### config.mk
export PLATFORM = sky130hd
export DESIGN_NAME = mac_operand_sequencer
export DESIGN_NICKNAME = d
export VERILOG_FILES = /design/src/rtl/mac_operand_sequencer_pkg.sv /design/src/rtl/mac_operand_sequencer_op_fifo.sv /design/src/rtl/mac_operand_sequencer.sv
export SDC_FILE = /design/constraint.sdc
export NUM_CORES = 1
export LEC_CHECK = 0
export ABC_AREA = 1
export CAP_MARGIN = 20
export CORE_MARGIN = 5
export CORE_UTILIZATION = 63
export CTS_BUF_LIST = sky130_fd_sc_hd__clkbuf_4 sky130_fd_sc_hd__clkbuf_8
export DETAILED_ROUTE_END_ITERATION = 6
export GPL_TIMING_DRIVEN = 0
export PLACE_DENSITY = 0.88
export SLEW_MARGIN = 0
export SYNTH_ARGS = -nofsm -noshare
export SYNTH_HDL_FRONTEND = slang
export SYNTH_HIERARCHICAL = 1
export SYNTH_SLANG_ARGS = --single-unit
### constraint.sdc
create_clock -name clk_i -period 6 [get_ports clk_i]
set_input_delay 0.9 -clock clk_i [delete_from_list [all_inputs] [get_ports clk_i]]
set_output_delay 0.9 -clock clk_i [all_outputs]
set_load 0.005 [all_outputs]
### src/rtl/mac_operand_sequencer_pkg.sv
// Shared types and helpers for the MAC operand sequencer.
package mac_operand_sequencer_pkg;

  typedef enum logic [1:0] {
    StIdle,
    StRun,
    StDrain,
    StDone
  } seq_state_t;

  // Width of the MAC accumulator for a given operand width.
  function automatic int unsigned acc_w(input int unsigned dw);
    return 3 * dw;
  endfunction

endpackage

### src/rtl/mac_operand_sequencer_op_fifo.sv
// Synchronous first-word-fall-through operand FIFO with same-cycle push/pop.
module mac_operand_sequencer_op_fifo #(
  parameter int unsigned DATA_WIDTH = 8,
  parameter int unsigned DEPTH      = 8
) (
  input  logic                  clk_i,
  input  logic                  rst_i,
  input  logic                  wr_en_i,
  input  logic [DATA_WIDTH-1:0] wr_data_i,
  input  logic                  rd_en_i,
  output logic [DATA_WIDTH-1:0] rd_data_o,
  output logic                  full_o,
  output logic                  empty_o
);

  localparam int unsigned PtrW = $clog2(DEPTH);
  localparam logic [PtrW:0] DepthCnt = (PtrW + 1)'(DEPTH);

  logic [DATA_WIDTH-1:0] mem_q [DEPTH];
  logic [PtrW-1:0]       wr_ptr_q, rd_ptr_q;
  logic [PtrW:0]         cnt_q;
  logic                  push, pop;

  assign full_o    = (cnt_q == DepthCnt);
  assign empty_o   = (cnt_q == '0);
  // Writes while full are dropped; reads while empty are ignored.
  assign push      = wr_en_i && !full_o;
  assign pop       = rd_en_i && !empty_o;
  assign rd_data_o = mem_q[rd_ptr_q];

  // Storage array; no reset needed since empty/full gate every access.
  always_ff @(posedge clk_i) begin
    if (push) begin
      mem_q[wr_ptr_q] <= wr_data_i;
    end
  end

  // Pointers wrap naturally at the power-of-two depth.
  always_ff @(posedge clk_i or posedge rst_i) begin
    if (rst_i) begin
      wr_ptr_q <= '0;
      rd_ptr_q <= '0;
      cnt_q    <= '0;
    end else begin
      if (push) wr_ptr_q <= wr_ptr_q + 1'b1;
      if (pop)  rd_ptr_q <= rd_ptr_q + 1'b1;
      if (push && !pop) begin
        cnt_q <= cnt_q + 1'b1;
      end else if (pop && !push) begin
        cnt_q <= cnt_q - 1'b1;
      end
    end
  end

endmodule

### src/rtl/mac_operand_sequencer.sv
// Buffers host operands, clears the MAC, feeds it len pairs and returns the accumulated result.
module mac_operand_sequencer
  import mac_operand_sequencer_pkg::*;
#(
  parameter int unsigned DATA_WIDTH = 8,
  parameter int unsigned DEPTH      = 8,
  parameter int unsigned LEN_WIDTH  = 4,
  localparam int unsigned AccW      = acc_w(DATA_WIDTH)
) (
  input  logic                  clk_i,
  input  logic                  rst_i,
  input  logic                  a_wr_en_i,
  input  logic [DATA_WIDTH-1:0] a_wr_data_i,
  output logic                  a_full_o,
  input  logic                  b_wr_en_i,
  input  logic [DATA_WIDTH-1:0] b_wr_data_i,
  output logic                  b_full_o,
  input  logic                  start_i,
  input  logic [LEN_WIDTH-1:0]  len_i,
  output logic                  busy_o,
  output logic                  mac_en_o,
  output logic                  mac_clr_o,
  output logic [DATA_WIDTH-1:0] mac_a_o,
  output logic [DATA_WIDTH-1:0] mac_b_o,
  input  logic [AccW-1:0]       mac_cout_i,
  output logic                  res_valid_o,
  input  logic                  res_ready_i,
  output logic [AccW-1:0]       res_data_o
);

  seq_state_t            state_q;
  logic [LEN_WIDTH-1:0]  rem_q;
  logic                  dcnt_q;
  logic                  mac_en_q, mac_clr_q;
  logic [DATA_WIDTH-1:0] mac_a_q, mac_b_q;
  logic                  res_valid_q;
  logic [AccW-1:0]       res_data_q;

  logic [DATA_WIDTH-1:0] a_head, b_head;
  logic                  a_empty, b_empty;
  logic                  pop;

  // A pair leaves both FIFOs together only when the job still needs operands.
  assign pop = (state_q == StRun) && (rem_q != '0) && !a_empty && !b_empty;

  mac_operand_sequencer_op_fifo #(
    .DATA_WIDTH (DATA_WIDTH),
    .DEPTH      (DEPTH)
  ) u_fifo_a (
    .clk_i     (clk_i),
    .rst_i     (rst_i),
    .wr_en_i   (a_wr_en_i),
    .wr_data_i (a_wr_data_i),
    .rd_en_i   (pop),
    .rd_data_o (a_head),
    .full_o    (a_full_o),
    .empty_o   (a_empty)
  );

  mac_operand_sequencer_op_fifo #(
    .DATA_WIDTH (DATA_WIDTH),
    .DEPTH      (DEPTH)
  ) u_fifo_b (
    .clk_i     (clk_i),
    .rst_i     (rst_i),
    .wr_en_i   (b_wr_en_i),
    .wr_data_i (b_wr_data_i),
    .rd_en_i   (pop),
    .rd_data_o (b_head),
    .full_o    (b_full_o),
    .empty_o   (b_empty)
  );

  // Job sequencing FSM with registered MAC controls and result port.
  always_ff @(posedge clk_i or posedge rst_i) begin
    if (rst_i) begin
      state_q     <= StIdle;
      rem_q       <= '0;
      dcnt_q      <= 1'b0;
      mac_en_q    <= 1'b0;
      mac_clr_q   <= 1'b0;
      mac_a_q     <= '0;
      mac_b_q     <= '0;
      res_valid_q <= 1'b0;
      res_data_q  <= '0;
    end else begin
      mac_clr_q <= 1'b0;
      unique case (state_q)
        StIdle: begin
          mac_en_q <= 1'b0;
          if (start_i) begin
            mac_clr_q <= 1'b1;
            rem_q     <= len_i;
            state_q   <= StRun;
          end
        end
        StRun: begin
          if (rem_q == '0) begin
            // Only reached for len=0; the last pop of a non-empty job exits directly.
            mac_en_q <= 1'b0;
            dcnt_q   <= 1'b0;
            state_q  <= StDrain;
          end else if (pop) begin
            mac_a_q  <= a_head;
            mac_b_q  <= b_head;
            mac_en_q <= 1'b1;
            rem_q    <= rem_q - 1'b1;
            if (rem_q == LEN_WIDTH'(1)) begin
              dcnt_q  <= 1'b0;
              state_q <= StDrain;
            end
          end else begin
            mac_en_q <= 1'b0;
          end
        end
        StDrain: begin
          // First cycle lets the MAC absorb the final En, second lets Cout settle.
          mac_en_q <= 1'b0;
          if (!dcnt_q) begin
            dcnt_q <= 1'b1;
          end else begin
            res_data_q  <= mac_cout_i;
            res_valid_q <= 1'b1;
            state_q     <= StDone;
          end
        end
        StDone: begin
          if (res_ready_i) begin
            res_valid_q <= 1'b0;
            state_q     <= StIdle;
          end
        end
        default: state_q <= StIdle;
      endcase
    end
  end

  assign busy_o      = (state_q != StIdle);
  assign mac_en_o    = mac_en_q;
  assign mac_clr_o   = mac_clr_q;
  assign mac_a_o     = mac_a_q;
  assign mac_b_o     = mac_b_q;
  assign res_valid_o = res_valid_q;
  assign res_data_o  = res_data_q;

endmodule
# ---- Word level (Yosys, flattened, before mapping)
# Memories as Yosys holds them, arrays and structs flattened. A register that Yosys moved wholly into a read port is not among the register bits.
# Index checks and enable logic that the tools add are counted.
dict set report word_totals {
  regBits 54
  latch_bits 0
  ramBits 128
  romBits 0
  out_inout_bits 46
  memories 2
}
dict set report classes {
  add_sub_neg 9
  multipliers 0
  div 0
  n_lt_le_gt_ge 0
  eq_ne 13
  shift 0
  muxes 31
  bitwise 1
  reduce_logical 38
}
# name depth width read_ports rd_ports_with_merged_regs write_ports line
set mem_list {}
lappend mem_list {u_fifo_a.mem_q 8 8 1 1 1 mac_operand_sequencer_op_fifo.sv:19} ;# logic [DATA_WIDTH-1:0] mem_q [DEPTH];
lappend mem_list {u_fifo_b.mem_q 8 8 1 1 1 mac_operand_sequencer_op_fifo.sv:19}
# operator n
set ops {}
lappend ops {{$mux W4} 7}
lappend ops {{$reduce_bool A2 Y1} 7}
lappend ops {{$mux W1} 13}
lappend ops {{$add A3 B1 Y3 const B} 4}
lappend ops {{$logic_not A4 Y1} 3}
lappend ops {{$mux W2} 6}
lappend ops {{$sub A4 B1 Y4 const B} 3}
lappend ops {{$logic_and A1 B1 Y1} 11}
lappend ops {{$reduce_and A3 Y1} 3}
lappend ops {{$add A4 B1 Y4 const B} 2}
lappend ops {{$eq A4 B4 Y1 const B} 2}
lappend ops {{$logic_not A1 Y1} 8}
lappend ops {{$ne A2 B2 Y1 const B} 4}
lappend ops {{$pmux W2 S4} 1}
lappend ops {{$pmux W4 S2} 1}
lappend ops {{$ne A3 B1 Y1 const B} 2}
lappend ops {{$pmux W1 S2} 3}
lappend ops {{$reduce_and A5 Y1} 1}
lappend ops {{$eq A2 B2 Y1 const B} 2}
lappend ops {{$eq A4 B1 Y1 const B} 1}
lappend ops {{$reduce_and A4 Y1} 1}
lappend ops {{$reduce_bool A4 Y1} 1}
lappend ops {{$eq A2 B1 Y1 const B} 1}
lappend ops {{$logic_not A2 Y1} 1}
lappend ops {{other kinds (4)} 4}

# ---- Depth between registers and ports, before layout
# Gate-level depths: netlist of the first run.
dict set report logic_depth {
  depth_word 8
  mapped_depth 17
  ltp_nobuf 16
}

# ---- Cells and area by module
# Netlist of the first run, hierarchy kept.
# module instances cells_per_inst area_per_inst_um2
set by_module_without_submodules {}
lappend by_module_without_submodules {mac_operand_sequencer_op_fifo 2 357 3389.5}
lappend by_module_without_submodules {mac_operand_sequencer 1 208 2154.6}

# ---- Worst setup path after synthesis of the first run
# No wires, ideal clock.
dict set report synth_path {
  kind {register to register}
  from {register u_fifo_a.cnt_q[0]}
  to {register u_fifo_b.cnt_q[3]}
  arrival_time_ns 2.345
  path_slack_ns 3.537
  path_stages_with_launch 17
  path_buffers 1
  period_less_slack_ns 2.463
  cell_sequence {dfrtp_1 -> nor2_1 -> nand3_1 -> inv_1 -> nor2_1 -> nand3_2 -> inv_2 -> buf_4 -> nand2_1 -> ha_1 -> inv_1 -> ha_1 -> or2_2 -> nand2_1 -> nand2_1 -> nand3_1 -> nand2_1}
}
dict set report synth_via {
  elab_chain_len 8
}
# element line
set synth_lines {}
lappend synth_lines {{start, declared} mac_operand_sequencer_op_fifo.sv:21} ;# logic [PtrW:0] cnt_q;
lappend synth_lines {{start signal, assigned} mac_operand_sequencer_op_fifo.sv:48} ;# cnt_q <= cnt_q + 1'b1;
lappend synth_lines {{start signal, assigned} mac_operand_sequencer_op_fifo.sv:50} ;# cnt_q <= cnt_q - 1'b1;
lappend synth_lines {{$logic_not A4 Y1 *} mac_operand_sequencer_op_fifo.sv:25} ;# assign empty_o = (cnt_q == '0);
lappend synth_lines {{via a_empty} mac_operand_sequencer.sv:40} ;# logic a_empty, b_empty;
lappend synth_lines {{$logic_not A1 Y1 *} mac_operand_sequencer.sv:44} ;# assign pop = (state_q == StRun) && (rem_q != '0) && !a_empty && !b_empty;
lappend synth_lines {{$logic_and A1 B1 Y1 * (2 in a row)} mac_operand_sequencer.sv:44}
lappend synth_lines {{via pop} mac_operand_sequencer.sv:41} ;# logic pop;
lappend synth_lines {{$logic_and A1 B1 Y1 *} mac_operand_sequencer_op_fifo.sv:28} ;# assign pop = rd_en_i && !empty_o;
lappend synth_lines {{$logic_not A1 Y1} mac_operand_sequencer_op_fifo.sv:47} ;# if (push && !pop) begin
lappend synth_lines {{$logic_and A1 B1 Y1} mac_operand_sequencer_op_fifo.sv:47}
lappend synth_lines {{$mux W4 or $reduce_bool A2 Y1 (tied branches)} n/a}
lappend synth_lines {{end signal, assigned} mac_operand_sequencer_op_fifo.sv:48}
lappend synth_lines {{end signal, assigned} mac_operand_sequencer_op_fifo.sv:50}
lappend synth_lines {{end, declared} mac_operand_sequencer_op_fifo.sv:21}
# The timed path passes the listed nets; every way through them passes the cells marked *.
# A chain may end at the register's enable or synchronous reset.

# ---- Worst setup path after layout of the first run
# Same ends and word-level chain as after synthesis.

==> results of run 1 <==
==> cells in the mapped netlist, drive strengths merged (3+ instances only) <==
cell type / number / area, um2
a21oi: 3 / 18.8
nand2: 341 / 1300
o21ai: 12 / 60.1
ha: 16 / 200
nand3: 17 / 90.1
edfxtp: 128 / 3840
mux2: 24 / 270
inv: 109 / 409
xnor2: 11 / 96.3
buf: 27 / 203
dfrtp: 70 / 1750
nor3: 16 / 80.1
nor2: 137 / 517
==> metrics by stage <==
stage	hold WS [ns]	worst slack [ns]	utilization, %	area (um2)	cells
finish	0.492	2.92	76.6	10600	1245
global route	0.525	2.65	76.6	10600	1245
CTS	0.491	2.91	76.3	10600	1239
detailed placement	0.468	2.98	73.4	10200	1207
global placement	0.462	2.82	72.8	10100	1197
floorplan	0.464	3.54	-	8930	922
==> worst min-delay path by stage <==
stage	from	end	slack, ns	cells past startpoint
floorplan	rem_q[1]	rem_q[1]	0.46	2
global placement	mac_b_o[6]	mac_b_o[6]	0.46	2
detailed placement	mac_b_o[3]	mac_b_o[3]	0.47	2
CTS	mac_b_o[3]	mac_b_o[3]	0.49	2
global route	mac_b_o[5]	mac_b_o[5]	0.52	2
finish	mac_a_o[1]	mac_a_o[1]	0.49	2
==> power by group through the flow <==
stage                     sequential (uW)  combinational, uW  clock [uW]
after global placement               2030               2170           0
after global routing                 2070               2630         941
after detailed placement             2050               2300           0
after floorplan                      2030               1480           0
after CTS                            2030               2330         876
final                                2030               2350         872
==> state kept, by name, indices dropped and copies added (netlist names), 2 cells and up <==
register,cells
u_fifo_a/mem_q,64
u_fifo_a/wr_ptr_q,3
u_fifo_b/wr_ptr_q,3
u_fifo_b/mem_q,64
mac_b_o,8
u_fifo_a/cnt_q,4
u_fifo_a/rd_ptr_q,3
u_fifo_b/rd_ptr_q,3
mac_a_o,8
res_data_o,24
state_q,2
u_fifo_b/cnt_q,4
rem_q,4
==> critical path, stage by stage, from the launching register on <==
cell	delay, ns
dfrtp_1	0.45
nor2_1	0.09
nand3_1	0.15
inv_1	0.06
nor2_1	0.29
nand3_2	0.15
inv_2	0.16
buf_4	0.23
nand2_1	0.18
ha_1	0.28
inv_1	0.17
ha_1	0.28
or2_2	0.29
nand2_1	0.07
nand2_1	0.04
nand3_1	0.05
nand2_1	0.05
==> cell type report <==
cell class	instances	area [um2]	share of cell area, %
timing repair buffer	111	1060	10.0
multi-input combinational	586	2720	25.6
sequential	198	5600	52.6
buffer	29	210	1.98
tap	180	225	2.12
clock inverter	12	150	1.41
inverter	109	409	3.85
clock buffer	20	256	2.41
==> per-layer routing <==
layer  routed length, um  track usage, %  vias up  part of all wire, %
met4                 407            9.02        0                  2.1
met2                9770            41.5      338                   50
met3                1770            6.51       50                  9.0
met5                   0               0        -                    0
li1                    -               -     3136                    -
met1                7670            30.2     3067                   39
==> cells by family (layout without fill, tap and decap cells) <==
logic type	after synthesis	count (layout)	share of synthesized area (%)
compound gates	16	16	0.952
xor+xnor	13	13	1.27
fa+ha+maj	18	18	2.69
buf+inv	138	281	6.93
flops	198	198	62.6
mux	24	24	3.03
simple gates	515	515	22.5
==> flow_summary_export.csv, run 1 <==
group,metric,value,unit
outcome,status,"finished, final reports clean",
place,hpwl,13.9,mm
cells_and_area,drive_gt1_share,10.5,%
logic_synthesis,syn_nets,990,
route,drt-pass1-iter-count,6,
pwr,pwr-share-clk,16.6,%
clock_network,clk_latency,0.47,ns
place,portBuffers,95,
grt,globalRouteTotalUtil,24.4,%
floorplanning,die_h,129,um
logic_synthesis,synth-edff-count,128,
timing,relSlewSlack,24.9,%
flow_run,maxCapViolCount,0,
cells_and_area,finish.net_count,1120,
logic_synthesis,yosys_register_bits,198,
critical_path,endpoint,"u_fifo_b/cnt_q[3]",
route,vias_per_cell,5.29,
timing,fin_crit_sh,51.4,%
logic_synthesis,syn_area_per_cell,9.69,um2
route,drtAntennaViolNets,0,
clock_network,cts_root_buf,"clkbuf_8",
clock_network,ctsHoldBuffers,0,
critical_path,cp_max_fo,13,
cells_and_area,nFillCells,849,
timing,min_period,3.08,ns
route,drtIter0Drc,611,
timing,fmaxAchievable,324,MHz
logic_synthesis,yosysSeqAreaShare,62.6,%
critical_path,setup.worst_path.start,"u_fifo_a/cnt_q[0]",
floorplanning,rows,43,
cells_and_area,final_common_cell,"nand2_1",
critical_path,rrSetupSlack,2.92,ns
clock_network,cts_buffers,17,
cells_and_area,areaGrowthSynthToFinish,19.0,%
floorplanning,initial_utilization,64.4,%
clock_network,cts_tree,"done",
clock_network,path_clk_slew,0.09,ns
pwr,switchingPower,2000,uW
timing,grt_setup_unrepaired,"no",
logic_synthesis,ys_async_sr_fraction,35.4,%
critical_path,cp-end-kind,"flip-flop",
critical_path,worstPathRequired,6.37,ns
pwr,pwr-share-comb,44.7,%
pwr,switching_share,38.2,%
timing,hold_viol_final,0,
logic_synthesis,ys_types,27,
pwr,power_density,494,nW/um2
critical_path,cp_data_arrival_time,3.45,ns
grt,grt_max_degree,38,
logic_synthesis,syn_inst,922,
floorplanning,die-area,16700,um2
route,drc,0,
cells_and_area,antennaDiodeCount,0,
clock_network,cts.sinks,198,
cells_and_area,layout_common_cells,"336 x nand2_1, 136 x nor2_1, 128 x edfxtp_1",
pwr,p_seq_share,38.7,%
worst_hold_path,hp-class,"reg -> reg",
critical_path,rr_worst_depth,16,
critical_path,crit_type,"reg -> reg",
pwr,p_leak,0.00488,uW
logic_synthesis,yosys_warnings,6,
grt,grt_pass1_vias,6503,
timing,slew_viol_final,0,
timing,fin_setup_tns,0,ns
clock_network,cts_setup_buffers,0,
grt,grt.overflow.total,0,
place,gp_congestion,0.836,
clock_network,clk_path_buf_depth,2,
route,totalWireLength,19.6,mm
critical_path,rr_startpoint,"u_fifo_a/cnt_q[0]",
clock_network,cts_resized,0,
grt,antenna_found_initial,0,
grt,grt_pass1_wl,31.4,mm
timing,clock_skew,0.0116,ns
clock_network,ctsHtreeMaxLevel,4,
route,dr_total_vias,6591,
critical_path,startpoint_type,"flip-flop",
logic_synthesis,syn_area,8930,um2
floorplanning,pin_count,96,
timing,finalSetupViolations,0,
pwr,power.total,5250,uW
timing,worst_pin_slew,1.12,ns
pwr,internal_power,3250,uW
critical_path,worst_r2r_endpoint,"u_fifo_b/cnt_q[3]",
logic_synthesis,synth-main-ff-cell,"edfxtp_1",
floorplanning,core-area,13900,um2
floorplanning,die_w,129,um
pwr,vdd_ir_drop_max,0.288,mV
route,post_drt_wl_per_cell,15.8,um
(Power assumes the default switching activity.)
==> run 2: changes to the inputs <==
Settings changed: CORE_UTILIZATION 63 to 53, PLACE_DENSITY 0.88 to 0.79.
Clock period 6 ns to 2.55 ns, I/O delays scaled along.
==> flow_summary_export.csv, run 2 (synthesis gave the netlist of run 1 again) <==
group,metric,value,unit
timing,slew_viol_final,0,
route,drc,0,
cells_and_area,areaGrowthSynthToFinish,21.9,%
cells_and_area,final_area,10900,um2
floorplanning,rows,47,
critical_path,cp_data_arrival_time,2.79,ns
route,drtAntennaViolNets,0,
place,gp_congestion,0.824,
timing,clock_skew,0.0110,ns
timing,hold_viol_final,0,
clock_network,path_clk_slew,0.09,ns
grt,grt.overflow.total,0,
cells_and_area,final_common_cell,"nand2_1",
cells_and_area,fin_cells,1303,
cells_and_area,nFillCells,1286,
grt,grt_max_degree,38,
floorplanning,pin_count,96,
cells_and_area,drive_gt1_share,13.4,%
clock_network,cts_tree,"done",
route,post_drt_wl_per_cell,14.7,um
floorplanning,initial_utilization,53.9,%
critical_path,startpoint_type,"flip-flop",
clock_network,cts.sinks,198,
place,placed_area,10300,um2
critical_path,path_cells,"inv_1 > nand3_4 > inv_2 > nor2_4 > nand3_4 > inv_4 > buf_12 > nand2_4 > ha_1 > inv_2 > ha_1 > or2_2 > nand2_1 > nand2_1 > nand3_1 > nand2_1",
clock_network,cts_root_buf,"clkbuf_8",
route,dr_total_vias,6365,
critical_path,crit_path_max_incr_delay,0.38,ns
pwr,vdd_ir_drop_max,0.665,mV
timing,worst_pin_slew,0.965,ns
clock_network,clk_path_buf_depth,2,
worst_hold_path,hp-class,"in -> async",
timing,fin_crit_sh,95.3,%
cells_and_area,layout_common_cells,"334 x nand2_1, 133 x nor2_1, 128 x edfxtp_1",
route,drtIter0Drc,496,
pwr,power_density,1150,nW/um2
clock_network,clk_latency,0.45,ns
clock_network,ctsHoldBuffers,0,
pwr,p_leak,0.00498,uW
timing,fmaxAchievable,411,MHz
floorplanning,die-area,19600,um2
place,numPlacedInstances,1249,
flow_run,maxCapViolCount,0,
place,hpwl,13.4,mm
timing,finalSetupViolations,0,
place,portBuffers,95,
grt,grt_pass1_vias,6171,
timing,relSlewSlack,35.3,%
floorplanning,die_h,140,um
grt,grt_pass1_wl,31.1,mm
floorplanning,die_w,140,um
route,totalWireLength,19.1,mm
clock_network,cts_buffers,17,
timing,timing.hold.ws,0.323,ns
cells_and_area,finish.net_count,1139,
critical_path,path_common_cell,"nand2_1",
outcome,status,"finished, final reports clean",
critical_path,crit_path_top_delay_cell,"dfrtp_1",
grt,globalRouteTotalUtil,20.0,%
critical_path,crit_type,"reg -> reg",
critical_path,cp_max_fo,7,
timing,min_period,2.43,ns
critical_path,cp-end-kind,"flip-flop",
grt,antenna_found_initial,0,
clock_network,ctsHtreeMaxLevel,4,
cells_and_area,antennaDiodeCount,0,
floorplanning,core-area,16600,um2
critical_path,crit_family,"simple AND/OR/NAND/NOR gates",
critical_path,path_buf_inv,5,
route,vias_per_cell,4.88,
route,drt-pass1-iter-count,5,
critical_path,worstPathRequired,2.90,ns
## run 2: changes by cell type in the layout (fill, tap and decap cells not counted), moves of 3 or more
cell and delta:
buf_4 +22, clkbuf_8 +6, clkbuf_4 -5, inv_1 -4
inv_2 +3, nor2_1 -3
## run 2: area by class of cell
type                            count  area (um2)  share of cell area (%)
Buffer                             29         223                    2.04
Clock buffer                       24         324                    2.98
Clock inverter                      7        67.6                   0.620
Inverter                          109         412                    3.78
Multi-Input combinational cell    586        2790                    25.6
Sequential cell                   198        5600                    51.4
Tap cell                          220         275                    2.53
Timing Repair Buffer              130        1210                    11.1
## run 2: layer usage
| layer | part of all wire (%) | GRT usage (%) | up-vias |
|---|---|---|---|
| met3 | 7.5 | 4.36 | 11 |
| met2 | 48 | 33.1 | 235 |
| met4 | 0.69 | 4.95 | 0 |
| li1 | - | - | 3175 |
| met5 | 0 | 0 | - |
| met1 | 44 | 27.2 | 2944 |
## run 2: final timing paths
check | startpoint | endpoint | slack (ns) | depth (start not counted)
worst max-delay path | u_fifo_a/cnt_q[2] | u_fifo_a/cnt_q[3] | 0.12 | 16
worst min-delay path | rst_i | mac_a_o[0] | 0.32 | 2
worst max register to register | u_fifo_a/cnt_q[2] | u_fifo_a/cnt_q[3] | 0.12 | 16
worst min register to register | mac_a_o[6] | mac_a_o[6] | 0.49 | 2
max in group asynchronous | rst_i | res_data_o[9] | 1.72 | 3
min in group clk_i | start_i | mac_clr_o | 0.48 | 3
## run 2: stage by stage
stage          setup WS [ns]  TNS [ns]  total power (uW)  utilization [%]
6_report               0.119         0             12500             65.7
5_1_grt              -0.0224   -0.0224             13500             65.7
4_1_cts               0.0207         0             12400             64.8
3_5_place_dp          -0.510     -1.94             10200             61.9
3_3_place_gp          -0.459    -10.88              9980             61.3
2_1_floorplan         0.0873         0              8250                -
## run 2: timing repair
| action | in CTS | in global routing |
|---|---|---|
| pin swaps | 1 | 2 |
| setup buffers | 9 | 10 |
| resized for setup | 10 | 13 |
| setup endpoints to repair | 6 | 3 |
| endpoints found under the hold margin | 0 | 0 |
| gates cloned | 0 | 0 |
## run 2: power by group
part	leakage [uW]	switching (uW)	internal (uW)	total [uW]
Combinational	0.00277	3270	2590	5860
Sequential	0.00201	425	4290	4720
Clock	0.000205	1030	936	1970
==> run 3: changes to the inputs <==
Settings changed: CAP_MARGIN 20 to unset, SKIP_CTS_REPAIR_TIMING set to 1.
==> flow_summary_export.csv, run 3 (synthesis gave the netlist of run 1 again) <==
group,metric,value,unit
timing,finalSetupViolations,0,
critical_path,crit_path_top_delay_cell,"dfrtp_2",
floorplanning,core-area,16600,um2
floorplanning,initial_utilization,53.9,%
cells_and_area,areaGrowthSynthToFinish,21.2,%
timing,worst_pin_slew,1.43,ns
cells_and_area,drive_gt1_share,12.6,%
cells_and_area,nFillCells,1299,
route,drc,0,
clock_network,cts.sinks,198,
clock_network,cts_root_buf,"clkbuf_8",
cells_and_area,fin_cells,1283,
critical_path,startpoint_type,"flip-flop",
grt,grt_pass1_wl,30.6,mm
outcome,status,"finished, final reports clean",
critical_path,cp-end-kind,"flip-flop",
floorplanning,die-area,19600,um2
route,dr_total_vias,6326,
cells_and_area,multiInputGateArea,2840,um2
cells_and_area,antennaDiodeCount,0,
timing,min_period,2.46,ns
grt,grt_pass1_vias,6018,
floorplanning,die_h,140,um
critical_path,cp_max_fo,13,
route,vias_per_cell,4.93,
critical_path,crit_path_max_incr_delay,0.44,ns
cells_and_area,regArea,5600,um2
place,portBuffers,95,
route,drtAntennaViolNets,0,
critical_path,rrSetupSlack,0.09,ns
pwr,p_leak,0.00489,uW
floorplanning,rows,47,
timing,hold_viol_final,0,
pwr,switchingPower,4720,uW
critical_path,cp_data_arrival_time,2.82,ns
timing,worst_slack,0.0890,ns
grt,globalRouteTotalUtil,19.9,%
route,totalWireLength,19.2,mm
pwr,internal_power,7830,uW
cells_and_area,layout_common_cells,"334 x nand2_1, 133 x nor2_1, 128 x edfxtp_1",
critical_path,rr_worst_depth,16,
critical_path,rr_startpoint,"u_fifo_a/cnt_q[0]",
timing,fin_setup_tns,0,ns
pwr,power_density,1160,nW/um2
floorplanning,pin_count,96,
cells_and_area,final_common_cell,"nand2_1",
clock_network,ctsHtreeMaxLevel,4,
timing,relSlewSlack,4.11,%
place,gp_congestion,0.824,
critical_path,setup.worst_path.start,"u_fifo_a/cnt_q[0]",
place,numPlacedInstances,1238,
grt,grt_max_degree,38,
clock_network,path_clk_slew,0.09,ns
grt,antenna_found_initial,0,
cells_and_area,finish.net_count,1119,
critical_path,endpoint,"u_fifo_a/cnt_q[3]",
critical_path,path_common_cell,"nand2_1",
place,hpwl,13.2,mm
clock_network,clk_latency,0.47,ns
timing,fmaxAchievable,406,MHz
cells_and_area,final_core_util,65.3,%
flow_run,maxCapViolCount,0,
route,drt-pass1-iter-count,5,
critical_path,crit_type,"reg -> reg",
pwr,p_seq_share,37.8,%
clock_network,cts_tree,"done",
pwr,pwr-share-comb,46.0,%
worst_hold_path,hp-class,"in -> async",
clock_network,clk_path_buf_depth,2,
floorplanning,die_w,140,um
route,drtIter0Drc,473,
timing,clock_skew,0.00981,ns
pwr,vdd_ir_drop_max,0.652,mV
critical_path,path_cells,"nor2_4 > nand3_2 > inv_2 > nor2_4 > nand3_4 > clkinv_4 > buf_12 > nand2_4 > ha_2 > inv_2 > ha_1 > or2_2 > nand2_1 > nand2_1 > nand3_1 > nand2_1",
route,post_drt_wl_per_cell,14.9,um
pwr,power.total,12600,uW
critical_path,worst_r2r_endpoint,"u_fifo_a/cnt_q[3]",
clock_network,cts_buffers,17,
timing,fin_crit_sh,96.5,%
timing,slew_viol_final,0,
place,dp_worst_setup_slack,-0.512,ns
pwr,switching_share,37.6,%
pwr,pwr-share-clk,16.1,%
grt,grt.overflow.total,0,
critical_path,worstPathRequired,2.91,ns
==> run 3: how the worst min path moves through the flow <==
stage                     startpoint  cells after the start           endpoint  slack (ns)
after floorplan                rst_i                      1  u_fifo_a/cnt_q[0]        0.22
after global placement    mac_b_o[3]                      2         mac_b_o[3]        0.46
after detailed placement  mac_a_o[5]                      2         mac_a_o[5]        0.47
after CTS                      rst_i                      2           rem_q[1]        0.28
after global routing           rst_i                      2           rem_q[1]        0.31
final                          rst_i                      2         mac_a_o[0]        0.32
==> run 3: stage by stage <==
stage	instance area, um2	hold WS [ns]
global placement	10200	0.462
finish	10800	0.317
detailed placement	10200	0.468
floorplan	8930	0.223
global route	10800	0.314
CTS	10600	0.283
==> run 3: per-layer routing <==
metal	global-route usage, %	wire (um)	up-vias
met3	4.05	1280	22
met2	33.0	9260	208
met4	5.92	237	0
met5	0	0	-
met1	26.8	8390	2960
li1	-	-	3136
==> run 3: area by class of cell <==
type | instances | area share (%)
Multi-Input combinational cell | 586 | 26.2
Sequential cell | 198 | 51.7
Tap cell | 220 | 2.54
Inverter | 109 | 3.83
Timing Repair Buffer | 110 | 9.94
Clock inverter | 8 | 0.902
Clock buffer | 23 | 2.81
Buffer | 29 | 2.06
==> run 3: power groups by stage <==
stage / logic, uW / registers [uW] / clock network (uW)
floorplan: 3490 / 4770 / 0
global placement: 5200 / 4780 / 0
detailed placement: 5370 / 4820 / 0
CTS: 5390 / 4750 / 2070
global route: 6480 / 4840 / 2200
finish: 5780 / 4750 / 2030
==> run 3: critical path: cells and delay by family, from the launching register on <==
| family | cells | cell delay [ns] |
|---|---|---|
| buffers and inverters | 4 | 0.37 |
| DFF | 1 | 0.44 |
| adders and majority gates | 2 | 0.48 |
| and+or+nand+nor | 10 | 1.06 |
